===== src/rtl/move_control_pkg.sv =====
// Shared types and constants for the block-move controller: FSM states,
// direction codes and geometry constants.
package move_control_pkg;

  typedef enum logic [2:0] {
    IDLE    = 3'd0,
    CAPTURE = 3'd1,
    SETTLE  = 3'd2,
    SPAWN   = 3'd3,
    ERASE   = 3'd4,
    STEP    = 3'd5,
    PAINT   = 3'd6,
    WAIT    = 3'd7
  } state_t;

  localparam logic [1:0] DIR_DOWN  = 2'b00;
  localparam logic [1:0] DIR_LEFT  = 2'b01;
  localparam logic [1:0] DIR_UP    = 2'b10;
  localparam logic [1:0] DIR_RIGHT = 2'b11;

  localparam int TILE_PIX      = 20;
  localparam int BLK_PER_GROUP = 5;
  localparam int SETTLE_CYCLES = 2;

  function automatic int max3(input int a, input int b, input int c);
    int m;
    m = (a > b) ? a : b;
    return (m > c) ? m : c;
  endfunction

endpackage


===== src/rtl/move_control_timer.sv =====
// Loadable down-counter: counts to zero after a load and holds there; done
// is high while the count is zero.
module move_timer #(
  parameter int W = 8
) (
  input  logic         clock,
  input  logic         reset,
  input  logic         load,
  input  logic [W-1:0] load_val,
  output logic         done
);

  logic [W-1:0] count;

  always_ff @(posedge clock) begin
    if (!reset) begin
      count <= '0;
    end else if (load) begin
      count <= load_val;
    end else if (count != '0) begin
      count <= count - 1'b1;
    end
  end

  assign done = (count == '0);

endmodule


===== src/rtl/move_control.sv =====
// Sequences one block move: capture random value, spawn a block, then STEPS
// rounds of erase / step / paint / frame wait. Optional move counter is
// enabled by defining MOVE_CTRL_MOVE_CNT_EN.
module move_control
  import move_control_pkg::*;
#(
  parameter int TILE_CYCLES = 400,
  parameter int TILES       = 5,
  parameter int STEPS       = 5,
  parameter int FRAME_WAIT  = 833333
) (
  input  logic        clock,
  input  logic        reset,
  input  logic        go,
  input  logic [1:0]  dir_in,
  output logic [1:0]  dir,
  output logic        capture,
  output logic [9:0]  ld_blk,
  output logic        increment,
  output logic        draw_en,
  output logic        paint,
`ifdef MOVE_CTRL_MOVE_CNT_EN
  output logic [7:0]  moves_done,
`endif
  output state_t      state,
  output logic        busy
);

  localparam int PASS_CYCLES = TILES * TILE_CYCLES;
  localparam int MAX_LOAD    = max3(PASS_CYCLES, FRAME_WAIT, SETTLE_CYCLES);
  localparam int TW          = (MAX_LOAD > 1) ? $clog2(MAX_LOAD) : 1;
  localparam int SW          = $clog2(STEPS + 1);

  state_t          state_next;
  logic            go_q;
  logic [2:0]      spawn_idx;
  logic [SW-1:0]   step_cnt;
  logic            timer_load;
  logic [TW-1:0]   timer_val;
  logic            timer_done;
  logic [3:0]      blk_idx;
  logic [9:0]      blk_onehot;

  // Timer holds (duration - 1) on entry so a state lasts exactly its duration.
  move_timer #(.W(TW)) u_timer (
    .clock    (clock),
    .reset    (reset),
    .load     (timer_load),
    .load_val (timer_val),
    .done     (timer_done)
  );

  assign blk_idx    = {1'b0, spawn_idx} + (dir[0] ? 4'(BLK_PER_GROUP) : 4'd0);
  assign blk_onehot = 10'd1 << blk_idx;

  always_comb begin
    state_next = state;
    case (state)
      IDLE:    if (go && !go_q) state_next = CAPTURE;
      CAPTURE: state_next = SETTLE;
      SETTLE:  if (timer_done) state_next = SPAWN;
      SPAWN:   state_next = ERASE;
      ERASE:   if (timer_done) state_next = STEP;
      STEP:    state_next = PAINT;
      PAINT:   if (timer_done) state_next = WAIT;
      WAIT:    if (timer_done) state_next = (step_cnt < SW'(STEPS)) ? ERASE : IDLE;
      default: state_next = IDLE;
    endcase
  end

  always_comb begin
    timer_load = (state_next != state);
    timer_val  = '0;
    case (state_next)
      SETTLE:        timer_val = TW'(SETTLE_CYCLES - 1);
      ERASE, PAINT:  timer_val = TW'(PASS_CYCLES - 1);
      WAIT:          timer_val = TW'(FRAME_WAIT - 1);
      default:       timer_val = '0;
    endcase
  end

  // Outputs are decoded from the next state so they are flops aligned with state.
  always_ff @(posedge clock) begin
    if (!reset) begin
      state     <= IDLE;
      go_q      <= 1'b1;
      dir       <= DIR_DOWN;
      spawn_idx <= '0;
      step_cnt  <= '0;
      capture   <= 1'b0;
      ld_blk    <= '0;
      increment <= 1'b0;
      draw_en   <= 1'b0;
      paint     <= 1'b0;
      busy      <= 1'b0;
    end else begin
      state     <= state_next;
      go_q      <= go;
      if (state == IDLE && state_next == CAPTURE) dir <= dir_in;
      if (state_next == CAPTURE && state != CAPTURE) step_cnt <= '0;
      else if (state == STEP) step_cnt <= step_cnt + 1'b1;
      if (state == SPAWN)
        spawn_idx <= (spawn_idx == 3'(BLK_PER_GROUP - 1)) ? 3'd0 : spawn_idx + 3'd1;
      capture   <= (state_next == CAPTURE);
      ld_blk    <= (state_next == SPAWN) ? blk_onehot : '0;
      increment <= (state_next == STEP);
      draw_en   <= (state_next == ERASE) || (state_next == PAINT);
      paint     <= (state_next == PAINT);
      busy      <= (state_next != IDLE);
    end
  end

`ifdef MOVE_CTRL_MOVE_CNT_EN
  always_ff @(posedge clock) begin
    if (!reset) begin
      moves_done <= '0;
    end else if (state == WAIT && state_next == IDLE) begin
      moves_done <= moves_done + 8'd1;
    end
  end
`endif

endmodule


===== config.mk =====
export PLATFORM = sky130hd
export DESIGN_NAME = move_control
export DESIGN_NICKNAME = d
export VERILOG_FILES = /design/src/rtl/move_control_pkg.sv /design/src/rtl/move_control_timer.sv /design/src/rtl/move_control.sv
export SDC_FILE = /design/constraint.sdc
export NUM_CORES = 1
export LEC_CHECK = 0
export CAP_MARGIN = 20
export CELL_PAD_IN_SITES_DETAIL_PLACEMENT = 1
export CELL_PAD_IN_SITES_GLOBAL_PLACEMENT = 1
export CORE_AREA = 2 2 70 105
export CTS_CLUSTER_SIZE = 12
export DETAILED_ROUTE_END_ITERATION = 7
export DIE_AREA = 0 0 72 107
export PLACE_DENSITY_LB_ADDON = 0.3
export SYNTH_ARGS = -nofsm -noshare
export SYNTH_HDL_FRONTEND = slang
export SYNTH_SLANG_ARGS = --single-unit

===== constraint.sdc =====
create_clock -name clock -period 2.6 [get_ports clock]
set_input_delay 0.52 -clock clock [delete_from_list [all_inputs] [get_ports clock]]
set_output_delay 0.52 -clock clock [all_outputs]
set_load 0.005 [all_outputs]

Word-level counts from Yosys, hierarchy flattened --
Index checks and enable logic that the tools add are counted.
Word-level totals: input port bits 5, logic and storage cells 61, output and inout port bits 20, register bits after elaboration 47
Cells by class: shift-type cells 1, bitwise gates (word level) 1, reduce and logical (&&, ||, !) cells 13, order comparisons 1, equality and inequality tests 17, add/sub/neg operators 4, mux-type cells 12
Operator list (number):
- 20-bit one-hot mux with 3 select lines | 1
- 20-bit 2-to-1 mux | 2
- 3-bit == test (second input constant) | 9
- 3-bit 2-to-1 mux | 8
- 3-bit one-hot mux with 8 select lines | 1
- 20-bit logical NOT | 1
- 20-bit nonzero test | 1
- 20-bit by 1-bit subtractor with 20-bit output (second input constant) | 1
- 3-bit by 2-bit == test with 1-bit output (second input constant) | 4
- 1-bit by 4-bit left shift with 10-bit output (first input constant) | 1
- 3-bit by 1-bit adder with 3-bit output (second input constant) | 2
- 3-bit by 1-bit == test with 1-bit output (second input constant) | 2
- 3-bit by 3-bit adder with 4-bit output | 1
- 2-bit OR reduction | 2
- 1-bit logical AND | 3
- 3-bit logical NOT | 1
- 3-bit < comparator (second input constant) | 1
- 3-bit by 1-bit != test with 1-bit output (second input constant) | 1
- 3-bit != test | 1
- 3-bit nonzero test | 1
- 2-bit AND reduction | 1
- 2-bit nonzero test | 1
- 1-bit logical NOT | 1
- 1-bit logical OR | 1
- 1-bit inverter | 1

Depth between registers and ports, before layout --
Gate-level depths: netlist of the first run.
depth after elaboration 8, gate-level depth with buffers 8, gate-level depth less buffers 8

By module --
From an unflattened synthesis of the first run, not the netlist that was laid out.
Second synthesis, totals: cells, all modules 249, area, all modules 2269.7 um^2
Modules (own cells, without submodules):
- move_control | area an instance 1182.4 um^2, instances 1, cells an instance 127, seq. area each 540.5 um^2
- move_timer | area an instance 1087.3 um^2, instances 1, cells an instance 122, seq. area each 400.4 um^2

Worst setup path after synthesis of the first run --
Ideal clock, no wire load.
kind flip-flop to flip-flop, start point reg u_timer.count[0], end point reg busy, period minus slack after synthesis 2.051 ns, library setup time 0.120 ns, path slack 0.549 ns, data required time 2.480 ns, cell stages (with the launch flop) 9, path buffers 0, arrival time 1.931 ns, cell sequence dfxtp_1 inv_1 ha_1 nor3b_2 nand2_1 nor2_4 a31o_2 inv_1 a211o_1
Between the ends: cells in the longest elaborated chain, start to end 4, elaborated cells between the ends (all ways) 7, classes of those cells mux: 5; reduce/logical: 2
Ends and longest elaborated chain:
- start: declaration | RTL line move_control_timer.sv:13 | logic [W-1:0] count;
- start signal: assignment | RTL line move_control_timer.sv:19 | count <= load_val;
- start signal: assignment | RTL line move_control_timer.sv:21 | count <= count - 1'b1;
- 20-bit logical NOT * | RTL line move_control_timer.sv:25 | assign done = (count == '0);
- 3-bit 2-to-1 mux, on equally long branches
- 3-bit one-hot mux with 8 select lines * | RTL line move_control.sv:58 | case (state)
- 3-bit nonzero test * | RTL line move_control.sv:109 | busy <= (state_next != IDLE);
- end signal: assignment | RTL line move_control.sv:109
- end: declaration | RTL line move_control.sv:26 | output logic busy
Every way passes the cells marked *; elsewhere a longest branch is shown, timed or not. A chain may end at the register's enable or synchronous reset.

Final worst setup path of the first run --
start point reg u_timer.count[0], end point reg u_timer.count[0]
Between the ends: cells in the longest elaborated chain, start to end 7, elaborated cells between the ends (all ways) 18, classes of those cells add/sub: 1; eq/ne: 5; mux: 8; reduce/logical: 4
Ends and longest elaborated chain:
- 20-bit logical NOT | RTL line move_control_timer.sv:25
- 3-bit 2-to-1 mux, on equally long branches
- 3-bit one-hot mux with 8 select lines | RTL line move_control.sv:58
- 3-bit == test | RTL line move_control.sv:74 | case (state_next)
- 2-bit OR reduction | RTL line move_control.sv:74
- 20-bit one-hot mux with 3 select lines | RTL line move_control.sv:74
- 20-bit 2-to-1 mux | RTL line move_control_timer.sv:18 | end else if (load) begin
Several ways; a longest one is shown, not always the timed one. The select of a mux whose other input is x is not followed.

==> run_results.csv, run 1 <==
group,metric,value,unit
global_routing,initial_antenna_violation_count,0,
synthesis,synth_cell_type_count,52,
synthesis,synth.yosys.seq_area_share,40.4,%
layout,postLayoutCoreUtil,41.6,%
global_routing,globalRoute.totalOverflow,0,
timing,finalSetupTns,0,ns
die,initial_core_util,34.3,%
clocking,cts-root-buf,"clkbuf_8",
routing,via_count,1989,
clocking,clkSlewWorstSetupHoldPaths,0.09,ns
routing,wire_per_inst,16.0,µm
setup_path,critical_path.max_fanout,7,
timing,worstMarginPinSlew,0.700,ns
clocking,htree_levels,2,
place,placement.io_buffers,24,
synthesis,synth_area_leader_cell,"dfxtp_1",
synthesis,post_synth_edffs,0,
setup_path,worstPathArrival,2.52,ns
routing,avgViaCountPerCell,5.35,
setup_path,worstPathRequired,2.80,ns
clocking,postCtsSetupBuffers,0,
timing,period_needed,2.31,ns
timing,setup_slack,0.286,ns
run_status,outcome,"finished, final reports clean",
routing,drt-total-wl,5.97,mm
setup_path,crit_path_start_kind,"flop",
synthesis,synth_flop_cell,"dfxtp_1",
timing,finalClockSkew,0.00685,ns
clocking,cts_resized,0,
power_and_ir_drop,p_seq_share,31.5,%
place,detailedPlace.worstSlack,0.189,ns
power_and_ir_drop,intPower,0.00183,W
timing,rsz_0062_raised_after_global_routing,"no",
place,place.gp.congestion,0.800,
global_routing,gr-usage-all-layers,17.2,%
clocking,cts_inserted_buffers,5,
clocking,cts-hold-fix-buffers,0,
layout,layout-drive-gt1-share,12.2,%
place,dp_hpwl,4.64,mm
run,cap_violations,0,
global_routing,grt_start_max_net_pins,21,
setup_path,timing.rr.start,"u_timer.count[0]$_SDFFE_PN0P_",
power_and_ir_drop,total_switching_power,0.00142,W
timing,hold_viol_final,0,
synthesis,mappedNetlistArea,2330,µm²
power_and_ir_drop,sw_frac_of_total,43.7,%
synthesis,netlist_top_cells_area,"dfxtp_1 40%, xnor2_1 4.1%, o21ai_0 3.9%",
layout,area_growth,21.5,%
global_routing,grt_pass1_wl,10.2,mm
layout,layout.nets,305,
synthesis,syn_area_per_cell,9.11,µm²
global_routing,first_global_vias,2019,
die,rows,37,
synthesis,yosys_warnings,0,
setup_path,crit_start,"u_timer.count[0]$_SDFFE_PN0P_",
die,dieArea,7700,µm²
timing,timing.fmax,0.432,GHz
worst_hold_path,worst_hold_path_type,"flop to flop",
setup_path,worstSetupPathType,"flop to flop",
routing,first_iter_violations,80,
clocking,clock_insertion_delay_worst_skew,0.31,ns
die,floorplan.io_pins,25,
power_and_ir_drop,vdd.ir_drop.worst,543,µV
synthesis,synth_fp_nets,268,
timing,worst_slew_margin_rel,53.2,%
power_and_ir_drop,comb_power_share,54.1,%
timing,finalMaxSlewViolations,0,
synthesis,postSynthCellCount,256,
power_and_ir_drop,powerDensity,1150,nW/µm²
synthesis,synth.ff_latch_count,47,
timing,finalSetupViolations,0,
die,die_x,72,µm
power_and_ir_drop,power.leakage,1.07,nW
routing,antenna_left,0,
power_and_ir_drop,fin_total_pwr,0.00325,W
timing,period_share,89.0,%
setup_path,cp-end-kind,"flop",
routing,route.detailed.drc,0,
power_and_ir_drop,clockPowerShare,14.4,%
layout,n_antenna_cell,0,
die,core-area,6810,µm²
routing,drtPass1Iterations,4,
clocking,cts_tree,"built",
clocking,tritoncts_num_sinks,47,
die,die_h,107,µm
synthesis,asyncSetResetFlopFracSynth,0,%
synthesis,synth_top_area_share,40.4,%
clocking,cts_max_path_buffers,2,
worst_hold_path,hold_path_startpoint,"spawn_idx[2]$_SDFFE_PN0P_",
[metrics by stage]
step | hold slack [ns] | area, µm² | cells
finish | 0.502 | 2830 | 372
global route | 0.529 | 2830 | 372
CTS | 0.509 | 2830 | 372
detailed placement | 0.496 | 2740 | 364
global placement | 0.482 | 2740 | 364
floorplan | 0.457 | 2330 | 256
[logic make-up (layout without fill, tap and decap cells)]
group / count (synthesis) / in the layout / synth area share [%]
mux: 5 / 5 / 2.15
fa+ha+maj: 7 / 7 / 3.76
flops: 47 / 47 / 40.4
xor+xnor: 19 / 19 / 7.14
buf+inv: 14 / 52 / 2.31
simple gates: 109 / 109 / 27.8
compound gates: 55 / 55 / 16.5
[worst paths after layout]
kind                                         to  slack, ns  cells after the start
setup / recovery  u_timer.count[0]$_SDFFE_PN0P_       0.29                      8
hold / removal        spawn_idx[2]$_SDFFE_PN0P_       0.50                      2
setup reg to reg  u_timer.count[0]$_SDFFE_PN0P_       0.29                      8
hold reg to reg       spawn_idx[2]$_SDFFE_PN0P_       0.50                      2
[layer usage]
metal | track usage [%] | wire (µm) | share of wire (%) | vias up
met5 | 0 | 0 | 0 | -
met4 | 5.26 | 104 | 1.7 | 0
met3 | 2.82 | 115 | 1.9 | 9
met2 | 33.3 | 3370 | 56 | 24
met1 | 18.4 | 2380 | 40 | 962
li1 | - | - | - | 994
[power groups by stage]
stage	registers, W	logic (W)	clock network, W
CTS	0.00103	0.00177	0.000485
floorplan	0.00100	0.00126	0
global placement	0.00104	0.00173	0
finish	0.00102	0.00176	0.000466
detailed placement	0.00104	0.00175	0
global route	0.00105	0.00194	0.000516
[worst max-delay path, stage by stage, from the launching register on]
cell and delay, ns:
dfxtp_1 0.36, inv_1 0.07, ha_1 0.17, nor3b_2 0.43, nand4_2 0.28, nor3b_4 0.42
nor3_1 0.08, buf_4 0.18, a32o_1 0.21
[sequential cells by signal, summed over array words and instances, names as in the netlist]
| signal | cells |
|---|---|
| go_q | 1 |
| paint | 1 |
| increment | 1 |
| draw_en | 1 |
| capture | 1 |
| state | 3 |
| ld_blk | 10 |
| step_cnt | 3 |
| dir | 2 |
| spawn_idx | 3 |
| busy | 1 |
| u_timer.count | 20 |
[Yosys cell counts, drive strengths merged, types with 5 or more instances]
master  number
dfxtp       47
nor2        25
nand2       24
o21ai       18
nor3        15
xnor2       11
xor2         8
a21oi        7
clkbuf       7
ha           7
nand4        7
inv          6
nor4         6
mux2i        5
o21a         5
o22ai        5
[cell usage in the layout (no fill, tap or decap), types with 3 or more instances in the layout]
cell type and n:
xnor2_1 11, nand4_1 5, inv_1 6, nand3_1 4
xor2_1 8, o31a_1 3, and2_1 4, nor2b_1 4
dfxtp_1 47, o21a_1 5, and3_1 4, nor2_1 24
clkbuf_8 5, o22ai_1 5, nand2b_1 4, nand2_1 24
a21oi_1 7, o21ai_0 18, ha_1 7, buf_4 13
nor3_1 15, mux2i_1 5, clkdlybuf4s50_1 24
[final cells by class]
cell class,instances,area (µm²)
Fill cell,788,3970
Multi-Input combinational cell,195,1340
Sequential cell,47,941
Timing Repair Buffer,37,338
Tap cell,78,97.6
Clock buffer,5,68.8
Inverter,7,26.3
Clock inverter,3,25.0
(Power assumes the default switching activity.)
==> run 2, diff against run 1 <==
--- a/config.mk
+++ b/config.mk
@@ -12,6 +12,7 @@
 export CTS_CLUSTER_SIZE = 12
 export DETAILED_ROUTE_END_ITERATION = 7
 export DIE_AREA = 0 0 72 107
+export GPL_TIMING_DRIVEN = 0
 export PLACE_DENSITY_LB_ADDON = 0.3
 export SYNTH_ARGS = -nofsm -noshare
 export SYNTH_HDL_FRONTEND = slang
==> run 2 against run 1 <==
  * Final area grew 0.49%
  * Sequential share of layout area is 0.16 points lower
  * Routed wire length grew 0.47%
  * Power up 2.8%
  * Critical path depth decreased by 1
  * Combinational power down 6%
  * First-iteration DRC count down 48%
  * Fmax fell by 5.7%
  * Via count is 1.0% higher
  * Highest routed layer unchanged
==> run_results.csv, run 2 (synthesis gave the netlist of run 1 again) <==
group,metric,value,unit
global_routing,globalRoute.totalOverflow,0,
layout,regMostFlops,"u_timer.count",
die,core-area,6810,µm²
clocking,cts_inserted_buffers,5,
die,initial_core_util,34.3,%
timing,timing.fmax,0.408,GHz
setup_path,crit-reg2reg-capture,"u_timer.count[6]$_SDFFE_PN0P_",
routing,via_count,2009,
worst_hold_path,worst_hold_path_type,"flop to flop",
setup_path,worstSetupPathType,"input pin to flop",
global_routing,initial_antenna_violation_count,0,
setup_path,timing.rr.start,"u_timer.count[4]$_SDFFE_PN0P_",
setup_path,cp-end-kind,"flop",
global_routing,grt_pass1_wl,9.91,mm
clocking,clkSlewWorstSetupHoldPaths,0.09,ns
timing,period_needed,2.45,ns
setup_path,worst-r2r-setup-slack,0.19,ns
setup_path,worstPathRequired,2.84,ns
worst_hold_path,hold_path_startpoint,"dir[1]$_SDFFE_PN0P_",
layout,layout-drive-gt1-share,9.93,%
routing,avgViaCountPerCell,5.43,
layout,layout.nets,303,
die,die_x,72,µm
setup_path,crit_chain,"clkdlybuf4s50_1 -> clkbuf_1 -> o21ai_0 -> nor3_1 -> nor4b_2 -> nand2_1 -> nor3_1",
global_routing,first_global_vias,2117,
power_and_ir_drop,powerDensity,1170,nW/µm²
timing,finalMaxSlewViolations,0,
power_and_ir_drop,power.leakage,1.06,nW
routing,wire_per_inst,16.2,µm
power_and_ir_drop,fin_total_pwr,0.00334,W
timing,finalSetupViolations,0,
die,floorplan.io_pins,25,
place,dp_hpwl,4.46,mm
clocking,cts_tree,"built",
timing,worst_slew_margin_rel,48.5,%
layout,postLayoutCoreUtil,41.8,%
layout,biggestRegsByFlops,"u_timer.count: 20 flops, ld_blk: 10 flops",
worst_hold_path,hold_path_end,"dir[1]$_SDFFE_PN0P_",
layout,area_growth,22.1,%
timing,finalClockSkew,0.00349,ns
global_routing,grt_start_max_net_pins,16,
place,placement.io_buffers,24,
timing,hold_viol_final,0,
layout,most_common_library_cell_in_the_layout_ignoring_fill_and_taps,"dfxtp_1",
setup_path,crit_path_frequent_cell,"nor3_1",
layout,n_antenna_cell,0,
setup_path,crit_path_start_kind,"input pin",
clocking,tritoncts_num_sinks,47,
setup_path,critical-path-max-stage-delay,0.49,ns
place,place.gp.congestion,0.743,
setup_path,critical_path.slowest_cell,"clkdlybuf4s50_1",
die,die_h,107,µm
setup_path,path_delay_family,"simple AND/OR/NAND/NOR gates",
routing,route.detailed.drc,0,
global_routing,gr-usage-all-layers,16.3,%
run_status,outcome,"finished, final reports clean",
die,dieArea,7700,µm²
layout,final_cell_mix,"47 x dfxtp_1, 24 x nor2_1, 24 x nand2_1, 24 x clkdlybuf4s50_1, 18 x o21ai_0",
timing,period_share,94.3,%
setup_path,worstPathArrival,2.69,ns
routing,drtPass1Iterations,4,
clocking,htree_levels,2,
setup_path,r2r.worst_path.cells,5,
clocking,clock_insertion_delay_worst_skew,0.30,ns
layout,nFillCells,814,
timing,worstMarginPinSlew,0.772,ns
power_and_ir_drop,vdd.ir_drop.worst,556,µV
clocking,cts_max_path_buffers,2,
setup_path,critical_path.max_fanout,10,
setup_path,crit_buf_inv,2,
worst_hold_path,whs_path_depth,2,
routing,first_iter_violations,42,
routing,antenna_left,0,
die,rows,37,
clocking,cts-root-buf,"clkbuf_8",
layout,largest_reg_flops,20,
routing,drt-total-wl,5.99,mm
run,cap_violations,0,
run 2: cell count changes in the layout (fill, tap and decap cells not counted), sizes merged:
cell,before,now
buf,13,4
clkbuf,5,12
bufinv,0,2
clkinv,3,1
run 2: what timing repair did:
item | CTS | global route
gates cloned | 0 | 0
buffers inserted | 0 | 4
gates resized for setup | 1 | 1
hold buffers | 0 | 0
setup endpoints to repair | 9 | 8
run 2: worst max path at each step:
stage,startpoint,end,slack (ns),cells past startpoint
floorplan,u_timer.count[0]$_SDFFE_PN0P_,busy$_SDFF_PN0_,0.55,8
global placement,go,u_timer.count[16]$_SDFFE_PN0P_,-0.13,6
detailed placement,go,u_timer.count[16]$_SDFFE_PN0P_,-0.11,6
CTS,u_timer.count[0]$_SDFFE_PN0P_,u_timer.count[6]$_SDFFE_PN0P_,0.10,7
global route,go,u_timer.count[9]$_SDFFE_PN0P_,-0.004,7
finish,reset,ld_blk[0]$_SDFF_PP0_,0.15,7
run 2: where the power goes:
| group | internal, W | leakage (nW) | switching (W) |
|---|---|---|---|
| registers | 0.000857 | 0.382 | 0.000169 |
| clock network | 0.000384 | 0.0644 | 0.000264 |
| logic | 0.000701 | 0.613 | 0.000961 |
run 2: worst reg2reg max path, cell delays in order, from the launching register on:
cell      delay (ns)
dfxtp_1         0.37
nor4_4          0.64
nand2_1         0.33
o21ai_0         0.42
a21boi_1        0.39
o22ai_1         0.15
run 2: layer usage:
| layer | part of all wire (%) | up-vias | global-route usage [%] | wire, µm |
|---|---|---|---|---|
| met3 | 2.4 | 12 | 2.54 | 142 |
| met4 | 2.9 | 0 | 7.82 | 175 |
| met2 | 54 | 29 | 30.6 | 3250 |
| li1 | - | 989 | - | - |
| met5 | 0 | - | 0 | 0 |
| met1 | 41 | 979 | 17.2 | 2430 |
run 2: layout make-up:
type	instances	area, µm²	share of cell area [%]
Clock inverter	3	67.6	2.37
Clock buffer	5	68.8	2.42
Timing Repair Buffer	28	270	9.49
Buffer	7	27.5	0.967
Tap cell	78	97.6	3.43
Inverter	7	26.3	0.923
Sequential cell	47	941	33.1
Multi-Input combinational cell	195	1350	47.3
run 2: through the flow:
| stage | area, µm² | setup slack (ns) | std cells | hold WS, ns | setup TNS (ns) |
|---|---|---|---|---|---|
| floorplan | 2330 | 0.549 | 256 | 0.457 | 0 |
| global placement | 2670 | -0.126 | 358 | 0.477 | -1.07 |
| detailed placement | 2670 | -0.115 | 358 | 0.499 | -1.31 |
| CTS | 2810 | 0.104 | 366 | 0.513 | 0 |
| global route | 2850 | -0.00354 | 370 | 0.557 | -0.00460 |
| finish | 2850 | 0.147 | 370 | 0.507 | 0 |
